## src/rtl/rc5_tx_scheduler.sv

```systemverilog
// RC-5 transmit scheduler: arbitrates two key requesters, builds the 14-bit
// frame, launches it into the Manchester serializer and paces auto-repeats.
module rc5_tx_scheduler #(
    parameter int BIT_CLKS    = 100,
    parameter int REPEAT_BITS = 64
) (
    input  logic        clk,
    input  logic        rst,
    input  logic        req0,
    input  logic [10:0] code0,
    input  logic        req1,
    input  logic [10:0] code1,
    input  logic        tx_busy,
    output logic        tx_start,
    output logic [13:0] frame,
    output logic [1:0]  grant,
    output logic        toggle,
    output logic        active
);

    localparam int DW = (BIT_CLKS > 1) ? $clog2(BIT_CLKS) : 1;
    localparam int BW = $clog2(REPEAT_BITS + 1);
    localparam logic [DW-1:0] DIV_LAST = DW'(BIT_CLKS - 1);
    localparam logic [BW-1:0] BITS_SAT = BW'(REPEAT_BITS);
    localparam logic [BW-1:0] BITS_PRE = BW'(REPEAT_BITS - 1);

    typedef enum logic [1:0] {IDLE, LAUNCH, WAIT_DONE, GAP} state_t;

    state_t        state_q, state_d;
    logic          toggle_q, toggle_d;
    logic          ptr_q, ptr_d;
    logic [1:0]    grant_q, grant_d;
    logic [10:0]   code_q, code_d;
    logic [13:0]   frame_q, frame_d;
    logic [DW-1:0] div_q, div_d;
    logic [BW-1:0] bits_q, bits_d;
    logic          first_q, first_d;

    logic [DW-1:0] div_base;
    logic [BW-1:0] bits_base;
    logic          expire;
    logic          pick1;
    logic          own_req;
    logic [10:0]   own_code;

    // Bit-period timing. The LAUNCH cycle is the first divider tick, so the
    // next launch lands exactly REPEAT_BITS*BIT_CLKS cycles after this one.
    always_comb begin
        div_base  = (state_q == LAUNCH) ? '0 : div_q;
        bits_base = (state_q == LAUNCH) ? '0 : bits_q;
        div_d     = div_base + 1'b1;
        bits_d    = bits_base;
        if (div_base == DIV_LAST) begin
            div_d  = '0;
            bits_d = (bits_base == BITS_SAT) ? bits_base : bits_base + 1'b1;
        end
        if (state_q == IDLE) begin
            div_d  = '0;
            bits_d = '0;
        end
    end

    // Repeat period is over once the count saturates or is about to.
    assign expire = (bits_q == BITS_SAT) ||
                    ((bits_q == BITS_PRE) && (div_q == DIV_LAST));

    assign pick1    = req1 & (~req0 | ptr_q);
    assign own_req  = grant_q[0] ? req0  : (grant_q[1] & req1);
    assign own_code = grant_q[0] ? code0 : code1;

    // Next-state logic: arbitration, code latch, toggle ownership, pacing.
    always_comb begin
        state_d  = state_q;
        toggle_d = toggle_q;
        ptr_d    = ptr_q;
        grant_d  = grant_q;
        code_d   = code_q;
        frame_d  = frame_q;
        first_d  = 1'b0;
        case (state_q)
            IDLE: begin
                if (req0 | req1) begin
                    if (req0 & req1) ptr_d = ~pick1;
                    grant_d  = pick1 ? 2'b10 : 2'b01;
                    code_d   = pick1 ? code1 : code0;
                    toggle_d = ~toggle_q;
                    frame_d  = {2'b11, ~toggle_q, pick1 ? code1 : code0};
                    state_d  = LAUNCH;
                end
            end
            LAUNCH: begin
                first_d = 1'b1;
                state_d = WAIT_DONE;
            end
            WAIT_DONE: begin
                // busy is not yet valid in the first cycle after the launch
                if (!first_q && !tx_busy) state_d = GAP;
            end
            GAP: begin
                if (expire) begin
                    if (own_req) begin
                        if (own_code != code_q) begin
                            code_d   = own_code;
                            toggle_d = ~toggle_q;
                            frame_d  = {2'b11, ~toggle_q, own_code};
                        end
                        state_d = LAUNCH;
                    end else begin
                        grant_d = 2'b00;
                        state_d = IDLE;
                    end
                end
            end
            default: state_d = IDLE;
        endcase
    end

    // State and datapath registers with synchronous reset.
    always_ff @(posedge clk) begin
        if (rst) begin
            state_q  <= IDLE;
            toggle_q <= 1'b0;
            ptr_q    <= 1'b0;
            grant_q  <= 2'b00;
            code_q   <= '0;
            frame_q  <= '0;
            div_q    <= '0;
            bits_q   <= '0;
            first_q  <= 1'b0;
        end else begin
            state_q  <= state_d;
            toggle_q <= toggle_d;
            ptr_q    <= ptr_d;
            grant_q  <= grant_d;
            code_q   <= code_d;
            frame_q  <= frame_d;
            div_q    <= div_d;
            bits_q   <= bits_d;
            first_q  <= first_d;
        end
    end

    assign tx_start = (state_q == LAUNCH);
    assign frame    = frame_q;
    assign grant    = grant_q;
    assign toggle   = toggle_q;
    assign active   = (state_q != IDLE);

endmodule

```

## config.mk

```make
export PLATFORM = sky130hd
export DESIGN_NAME = rc5_tx_scheduler
export DESIGN_NICKNAME = d
export VERILOG_FILES = /design/src/rtl/rc5_tx_scheduler.sv
export SDC_FILE = /design/constraint.sdc
export NUM_CORES = 1
export LEC_CHECK = 0
export CORE_ASPECT_RATIO = 1.2
export CORE_MARGIN = 2
export CORE_UTILIZATION = 45
export CTS_CLUSTER_DIAMETER = 80
export CTS_CLUSTER_SIZE = 20
export DETAILED_ROUTE_END_ITERATION = 10
export PLACE_DENSITY = 0.87
export SETUP_SLACK_MARGIN = 0.05
export SYNTH_ARGS = -nofsm -noshare
export SYNTH_HDL_FRONTEND = slang
export SYNTH_SLANG_ARGS = --single-unit
export TNS_END_PERCENT = 50
```

## constraint.sdc

```tcl
create_clock -name clk -period 2.1 [get_ports clk]
set_input_delay 0.525 -clock clk [delete_from_list [all_inputs] [get_ports clk]]
set_output_delay 0.525 -clock clk [all_outputs]
set_load 0.02 [all_outputs]
```

======== After elaboration in Yosys (flattened, before gate mapping) ========
Cells that the tools add are included.
storage, ports and cells
  bits in registers ....................... 46
  latch bits .............................. 0
  bits in writable memories ............... 0
  memory bits (read-only) ................. 0
  input bits .............................. 27
  output and inout bits ................... 19
  memories kept ........................... 0
cells by class
  $add $sub $neg .......................... 2
  multiply operators ...................... 0
  divide/modulo/power cells ............... 0
  order comparisons ....................... 0
  equal/unequal tests ..................... 15
  shift operators ......................... 0
  muxes and demuxes ....................... 33
  bitwise gates (word level) .............. 8
  reductions and logical operators ........ 14
operator list
  operator                                        number
  2-to-1 mux 11 bit                               6
  2-to-1 mux 14 bit                               4
  == test 7 bit (second input constant)           4
  2-to-1 mux 7 bit                                4
  one-hot mux 14 bit (2 select lines)             1
  one-hot mux 11 bit (2 select lines)             1
  adder 7 x 1 -> 7 bit (second input constant)    2
  2-to-1 mux 2 bit                                7
  inequality test 11 bit                          1
  inequality test 2 bit (second input constant)   5
  one-hot mux 2 bit (4 select lines)              1
  == test 7 x 6 -> 1 bit (second input constant)  1
  2-to-1 mux 1 bit                                7
  AND reduction 3 bit                             2
  AND reduction 5 bit                             1
  == test 2 bit (second input constant)           2
  one-hot mux 2 bit (2 select lines)              1
  AND reduction 4 bit                             1
  nonzero test 2 bit                              2
  AND 1 bit                                       3
  NOT 1 bit                                       3
  OR reduction 3 bit                              1
  == test 2 x 1 -> 1 bit (second input constant)  1
  logical AND 1 bit                               2
  other kinds (7)                                 9

======== Logic depth before layout (Yosys ltp) ========
Gate-level depths: netlist of the first run.
  depth after elaboration ................. 6
  gate-level depth with buffers ........... 11

======== Least setup slack after synthesis of the first run ========
OpenSTA, ideal clock, no wires.
  kind .................................... register to register
  start point ............................. register state_q[1]
  end point ............................... register bits_q[5]
  setup time .............................. 0.116 ns
  data arrival time ....................... 2.283 ns
  data required time ...................... 1.984 ns
  slack ................................... -0.300 ns
  cell stages (with the launch flop) ...... 12
  path buffers ............................ 1
  cells stage by stage .................... dfxtp_1 inv_1 ha_1 clkbuf_1 nor2b_1 ha_1 nand2b_1 nor4_2 and3_1 nand4_1 xor2_1 nor2_1
between the ends
  cells in the longest elaborated chain, start to end .. 5
RTL lines
  what                                                   RTL line  text
  start: declaration                                     29        state_t state_q, state_d;
  start signal: assignment                               131       state_q <= state_d;
  == test 2 x 1 -> 1 bit (*)                             n/a
  via tx_start                                           14        output logic tx_start,
  2-to-1 mux 7 bit                                       50        bits_base = (state_q == LAUNCH) ? '0 : bits_q;
  adder 7 x 1 -> 7 bit or == test 7 bit (tied branches)  55        bits_d = (bits_base == BITS_SAT) ? bits_base : bits_base + 1'b1;
  2-to-1 mux 7 bit                                       55
  2-to-1 mux 7 bit (*)                                   53        if (div_base == DIV_LAST) begin
  end signal: assignment                                 138       bits_q <= bits_d;
  end: declaration                                       36        logic [BW-1:0] bits_q, bits_d;
Mark *: on every way through the listed nets, which the timed path passes. The rest lies on a longest branch.
A chain may end at the register's enable or synchronous reset.

======== Worst setup path after layout of the first run ========
  start point ............................. input port code0[8]
  end point ............................... register code_q[1]
between the ends
  cells in the longest elaborated chain, start to end .. 4
RTL lines
  what                             RTL line  text
  start: declaration               10        input logic [10:0] code0,
  2-to-1 mux 11 bit                69        assign own_code = grant_q[0] ? code0 : code1;
  inequality test 11 bit           102       if (own_code != code_q) begin
  inequality test 2 bit (no line)  n/a
  AND reduction 5 bit (no line)    n/a
  end signal: assignment           135       code_q <= code_d;
  end: declaration                 33        logic [10:0] code_q, code_d;
No other way between the ends.

==> results of run 1 <==
## flip-flops by register name (all words and copies together) (netlist names)
register  count
grant         2
frame         3
code_q       10
ptr_q         1
bits_q        7
div_q         7
first_q       1
state_q       2
## Yosys cell counts, types with 2 or more instances
| cell | number | area [um^2] |
|---|---|---|
| nor2b_1 | 6 | 37.5 |
| xnor2_1 | 10 | 87.6 |
| nor2_1 | 22 | 82.6 |
| nand3b_1 | 3 | 22.5 |
| or3_1 | 2 | 12.5 |
| buf_6 | 3 | 33.8 |
| o21ai_0 | 6 | 30.0 |
| buf_2 | 2 | 10.0 |
| o2bb2ai_1 | 10 | 87.6 |
| or2_2 | 2 | 12.5 |
| nor4_2 | 4 | 50.1 |
| and2_1 | 2 | 12.5 |
| nand2_1 | 6 | 22.5 |
| xor2_1 | 11 | 96.3 |
| and3_1 | 2 | 12.5 |
| nand4_1 | 3 | 18.8 |
| nand2b_1 | 5 | 31.3 |
| nand3_1 | 9 | 45.0 |
| a21oi_1 | 7 | 35.0 |
| dfxtp_1 | 33 | 661 |
| clkbuf_1 | 3 | 11.3 |
| nor3b_1 | 2 | 15.0 |
| mux2i_1 | 23 | 230 |
| o21a_1 | 2 | 15.0 |
| buf_4 | 3 | 22.5 |
| inv_1 | 6 | 22.5 |
| ha_1 | 7 | 87.6 |
| nor3_1 | 3 | 15.0 |
## area by class of cell
| cell class | count | area, um^2 | share of cell area, % |
|---|---|---|---|
| multi-input combinational | 160 | 1250 | 45.2 |
| tap | 56 | 70.1 | 2.53 |
| timing repair buffer | 69 | 679 | 24.5 |
| clock inverter | 2 | 10.0 | 0.362 |
| clock buffer | 6 | 72.6 | 2.62 |
| inverter | 6 | 22.5 | 0.814 |
| sequential | 33 | 663 | 24.0 |
## how the worst min path moves through the flow
stage	to
global route	code_q[0]$_SDFFE_PP0P_
floorplan	div_q[6]$_SDFF_PP0_
global placement	code_q[8]$_SDFFE_PP0P_
finish	code_q[5]$_SDFFE_PP0P_
detailed placement	code_q[0]$_SDFFE_PP0P_
CTS	code_q[5]$_SDFFE_PP0P_
## worst register-to-register path, stage by stage, from the launching register on
cell	delay, ns
dfxtp_1	0.36
buf_12	0.16
mux2i_2	0.24
xnor2_1	0.12
nor4_2	0.36
nand3_1	0.18
a21oi_2	0.22
buf_6	0.15
o2bb2ai_1	0.11
## cell families after synthesis
family / count (synthesis)
buf+inv: 18
fa+ha+maj: 7
mux: 24
simple gates: 75
xor+xnor: 21
flops: 33
compound gates: 33
## routing by layer
layer / global-route usage, % / wire length (um) / up-vias
li1: - / - / 876
met1: 21.1 / 1870 / 809
met2: 34.2 / 2390 / 47
met3: 5.91 / 247 / 4
met4: 5.11 / 46 / 0
met5: 0 / 0 / -
## layout by cell type (no fill, tap or decap), types with 4 or more instances in the layout
| cell | instances |
|---|---|
| xnor2_1 | 10 |
| ha_1 | 4 |
| nand3_1 | 9 |
| dlymetal6s2s_1 | 12 |
| xor2_1 | 11 |
| mux2i_1 | 21 |
| nor2_1 | 22 |
| nand2b_1 | 5 |
| o2bb2ai_1 | 9 |
| o21ai_0 | 5 |
| nand2_1 | 6 |
| dfxtp_1 | 31 |
| nor2b_1 | 4 |
| inv_1 | 4 |
| clkbuf_8 | 5 |
| buf_4 | 21 |
| a21oi_1 | 6 |
| clkdlybuf4s50_1 | 32 |
## where the power goes
part / internal (mW) / switching [mW]
Combinational: 0.845 / 0.788
Sequential: 0.777 / 0.145
Clock: 0.230 / 0.237
## timing repair
item | 4_1_cts | 5_1_grt
setup endpoints to repair | 14 | 19
gates resized for setup | 4 | 21
pin swaps | 0 | 9
hold endpoints to repair | 0 | 0
setup buffers | 1 | 3
==> metrics.txt, run 1 <==
Hold Buf Count CTS=0; Post-Syn Instances=211; Post-Synth XOR/XNOR Area=9.38%; Crit path depth=8; cell area after synthesis=0.00196 mm^2; total power=3.02 mW; family with the most delay on the worst path=buffers and inverters; RR Startpoint=grant[0]$_SDFFE_PP0P_; final core utilization=65.4%; vias=1736; element type at the critical path end=flip-flop; worst stage delay on the critical path=0.48 ns; Final Cycle Share=94.2%; routed len/inst=13.7 um; number of I/O pins=46; r2r worst-path depth=8; H-Tree Depth=2; largest net degree at the start of global routing=17; max-slew violation count=0; clk sinks=33; last weighted congestion value of the routability-driven placer=0.887; core box area=0.00423 mm^2; Critical Path AT=2.20 ns; RSZ-0062 raised after global routing=yes; CP max stage cell=clkdlybuf4s50_1; post-route cell area=0.00277 mm^2; Bufs and invs on worst path=2; clock slew at reported path FFs=0.07 ns; antenna viol nets, final=0; ANT cells=0; antenna violations before repair=0; Seq/Total Area, Yosys=33.7%; DR iter-0 viols=56; fin crit period=1.98 ns; WHS=0.499 ns; Die X=64.3 um; count of state elements after synthesis=33; final WL=4.55 mm; Fill cells=329; vias in the first global route=1735; CTS tree=done; worst-path cell chain=clkdlybuf4s50_1 -> mux2i_1 -> xnor2_1 -> nor4_2 -> nand3_1 -> a21oi_2 -> buf_6 -> o2bb2ai_1; startpoint types=primary input; Worst-Margin Slew=0.439 ns; placed cells=320; Die Ht=76.3 um; adder-cell share of the synthesized area=4.47%; critical path required time=2.32 ns; Critical Path Sink=code_q[1]$_SDFFE_PP0P_; Slew headroom=70.4%; clock latency on the worst-skew pair=0.29 ns; vias per inst=5.23; total CTS buffers=5; nets=309; post-synthesis mux area share=12.3%; Residual DRC=0; initial core utilization=46.4%; Avg Cell Area, Syn=9.29 um^2; Hold Crit Start=code_q[5]$_SDFFE_PP0P_; Synth async-reset ratio=0%; VDD IR max=0.679 mV; setup slack after placement=-0.260 ns; Cell Rows=26; pwr dens=1090 mW/mm^2; final hold violation count=0; CP max FO=7; CTS root buffer=clkbuf_8; Final Non-Filler Cells=332; Tot GR Track Use=18.9%; clk buf depth=2; Final setup violation count=0; Crit Reg-Reg Endpoint=code_q[1]$_SDFFE_PP0P_; FMAX=505 MHz; clk_skew=0.00644 ns; hpwl dp=3.43 mm; Synthesized Nets=245; largest family of logic cells by synthesized area=simple AND/OR/NAND/NOR gates; kind of critical path=in -> reg; share of cells above drive strength 1=19.6%; post-synthesis simple-gate area fraction=21.6%; total gr overflow=0; Synth Warn #=0; Netlist cell types=42; Worst Slack Setup Final=0.121 ns; Die Area=0.00490 mm^2; Layout area overhead=41.2%; Setup crit start=code0[8]; hold depth=1; setup TNS=0 ns; outcome=finished, final reports clean; EDFF count, synth=0; worst hold path class=reg -> reg; max-cap violations=0; first-pass GRT wire length=7.47 mm; Static Leak=1.17 nW; area post-placement=0.00258 mm^2; ys flop type=dfxtp_1; drt pass-1 iters=4; Reg2Reg Setup Slack=0.13 ns; Synth Area in Compound Gates=12.6%; PortBufs=45
(Power assumes the default switching activity.)
==> run 2: changes to the inputs <==
--- a/config.mk
+++ b/config.mk
@@ -11,7 +11,7 @@
 export CTS_CLUSTER_DIAMETER = 80
 export CTS_CLUSTER_SIZE = 20
 export DETAILED_ROUTE_END_ITERATION = 10
-export PLACE_DENSITY = 0.87
+export PLACE_DENSITY = 0.84
 export SETUP_SLACK_MARGIN = 0.05
 export SYNTH_ARGS = -nofsm -noshare
 export SYNTH_HDL_FRONTEND = slang
==> constraint.sdc (replaced) <==
create_clock -name clk -period 1.86 [get_ports clk]
set_input_delay 0.465 -clock clk [delete_from_list [all_inputs] [get_ports clk]]
set_output_delay 0.465 -clock clk [all_outputs]
set_load 0.02 [all_outputs]
==> run 2 against run 1 <==
Compared with the run above: the run now ends with negative setup slack left; flip-flop and latch count unchanged; power increased by 26%; first-iteration DRC count fell by 8.9%; critical path depth unchanged; sequential power grew 16%; setup slack got worse by 0.27 ns; routed wire length up 19%; clock-buffer cell count unchanged; hold slack gained 0.0093 ns; via count up 7.7%; non-clock buffer count rose by 22; critical path type is now reg -> reg.
==> metrics.txt, run 2 (same netlist as run 1, synthesis figures left out) <==
clk_skew=0.00926 ns (+0.00283 ns); share of cells above drive strength 1=31.5% (+12 points); FMAX=499 MHz; post-route cell area=0.00306 mm^2 (+11%); VDD IR max=0.837 mV (+23%); fin crit period=2.00 ns; total gr overflow=0 (unchanged); Residual DRC=0 (unchanged); clock latency on the worst-skew pair=0.29 ns (about the same); CP max FO=7 (unchanged); H-Tree Depth=2 (unchanged); vias per inst=5.28 (+1.0%); critical path required time=2.08 ns (-0.24 ns); max-cap violations=0 (unchanged); Final setup violation count=13 (+13); Die X=64.3 um (unchanged); final hold violation count=0 (unchanged); Die Ht=76.3 um (unchanged); total power=3.81 mW (+26%); RSZ-0062 raised after global routing=yes; pwr dens=1240 mW/mm^2 (+14%); clk sinks=33 (unchanged); Largest Register=code_q; worst hold path class=reg -> reg; CTS tree=done; Static Leak=1.35 nW (+15%); max-slew violation count=0 (unchanged); Fill cells=299 (-9.1%); most common cell after layout, fill and taps aside=buf_4; largest net degree at the start of global routing=12 (-5); routed len/inst=15.2 um (+11%); hpwl dp=3.49 mm (+1.8%); Final Cycle Share=108%; nets=331 (+7.1%); PortBufs=45 (unchanged); clock slew at reported path FFs=0.07 ns (about the same); final WL=5.40 mm (+19%); vias in the first global route=1826 (+5.2%); Tot GR Track Use=20.3% (+1.4 points); total CTS buffers=5 (unchanged); hold depth=1 (unchanged); clk buf depth=2 (unchanged); Worst-Margin Slew=0.366 ns (-0.0738 ns); Worst Slack Setup Final=-0.145 ns (-0.265 ns); Reg2Reg Setup Slack=-0.14 ns (-0.27 ns); initial core utilization=46.4% (unchanged); first-pass GRT wire length=7.92 mm (+6.1%); antenna violations before repair=0 (unchanged); failing checks=negative setup slack; vias=1870 (+7.7%); Layout area overhead=56.2%; number of I/O pins=46 (unchanged); most frequent cells in the layout=buf_4, dfxtp_1, clkdlybuf4s50_1; DR iter-0 viols=51 (-8.9%); CTS root buffer=clkbuf_8; Critical Path AT=2.23 ns (+0.03 ns); element type at the critical path end=flip-flop; ANT cells=0 (unchanged); antenna viol nets, final=0 (unchanged); last weighted congestion value of the routability-driven placer=0.811 (-8.6%); Die Area=0.00490 mm^2 (unchanged); drt pass-1 iters=5 (+1); Slew headroom=75.6% (+5.2 points); kind of critical path=reg -> reg; outcome=finished with violations; core box area=0.00423 mm^2 (unchanged); max FFs per register=10 (unchanged); startpoint types=flip-flop; r2r worst-path depth=8 (unchanged); area post-placement=0.00274 mm^2 (+5.9%); biggest regs=code_q x10, bits_q x7, div_q x7; Cell Rows=26 (unchanged)
-- run 2: cell types whose count changed in the layout (fill, tap and decap cells not counted), moves of 2 or more --
cell / delta
buf_4: +20
clkdlybuf4s50_1: -9
dlygate4sd2_1: +9
o2bb2ai_1: -6
o2bb2ai_2: +6
dfxtp_4: +2
dlymetal6s2s_1: -2
ha_1: -2
ha_4: +2
inv_2: -2
mux2i_1: -2
mux2i_2: +2
-- run 2: metrics by stage --
step	hold WS, ns	TNS [ns]	std cells	utilization, %	setup slack (ns)
floorplan	0.480	-1.88	211	-	-0.256
global placement	0.489	-5.69	340	64.7	-0.419
detailed placement	0.493	-7.39	340	64.7	-0.558
CTS	0.507	-0.365	350	68.0	-0.0429
global route	0.526	-3.62	354	72.4	-0.271
finish	0.508	-1.57	354	72.4	-0.145
-- run 2: report_power, final --
| part | internal, mW | switching [mW] |
|---|---|---|
| Sequential | 0.885 | 0.186 |
| Combinational | 1.16 | 1.04 |
| Clock | 0.259 | 0.270 |
-- run 2: cell type report --
type                    count  area, um^2  share of cell area (%)
repair buffers             91         845                    27.6
inverters                   6        25.0                   0.817
well taps                  56        70.1                    2.29
flip-flops and latches     33         669                    21.9
multi-input cells         160        1370                    44.8
clock inverters             2        10.0                   0.327
clock buffers               6        72.6                    2.37
-- run 2: worst max-delay path: stages, from the launching register on --
cell and delay, ns:
dfxtp_4 0.38, buf_12 0.13, mux2i_1 0.22, xnor2_1 0.11, nor4_2 0.37, nand3_1 0.20
a21oi_2 0.23, buf_6 0.17, o2bb2ai_2 0.11
-- run 2: what timing repair did --
action | in CTS | in global routing
gates resized for setup | 24 | 38
cloned | 0 | 1
hold buffers | 0 | 0
hold endpoints to repair | 0 | 0
pin swaps | 14 | 13
buffers inserted | 2 | 3
setup endpoints to repair | 26 | 25
-- run 2: path summary, 6_finish.rpt --
kind                                              from                      to
worst max register to register   grant[0]$_SDFFE_PP0P_  code_q[3]$_SDFFE_PP0P_
worst min-delay path            frame[10]$_SDFFE_PP0P_  frame[10]$_SDFFE_PP0P_
worst min register to register  frame[10]$_SDFFE_PP0P_  frame[10]$_SDFFE_PP0P_
worst max-delay path             grant[0]$_SDFFE_PP0P_  code_q[3]$_SDFFE_PP0P_
-- run 2: layer usage --
metal	vias to the layer above	track usage (%)	share of wire, %
li1	914	-	-
met1	888	22.7	39
met2	58	37.4	54
met3	10	5.02	5.2
met4	0	5.74	1.9
met5	-	0	0
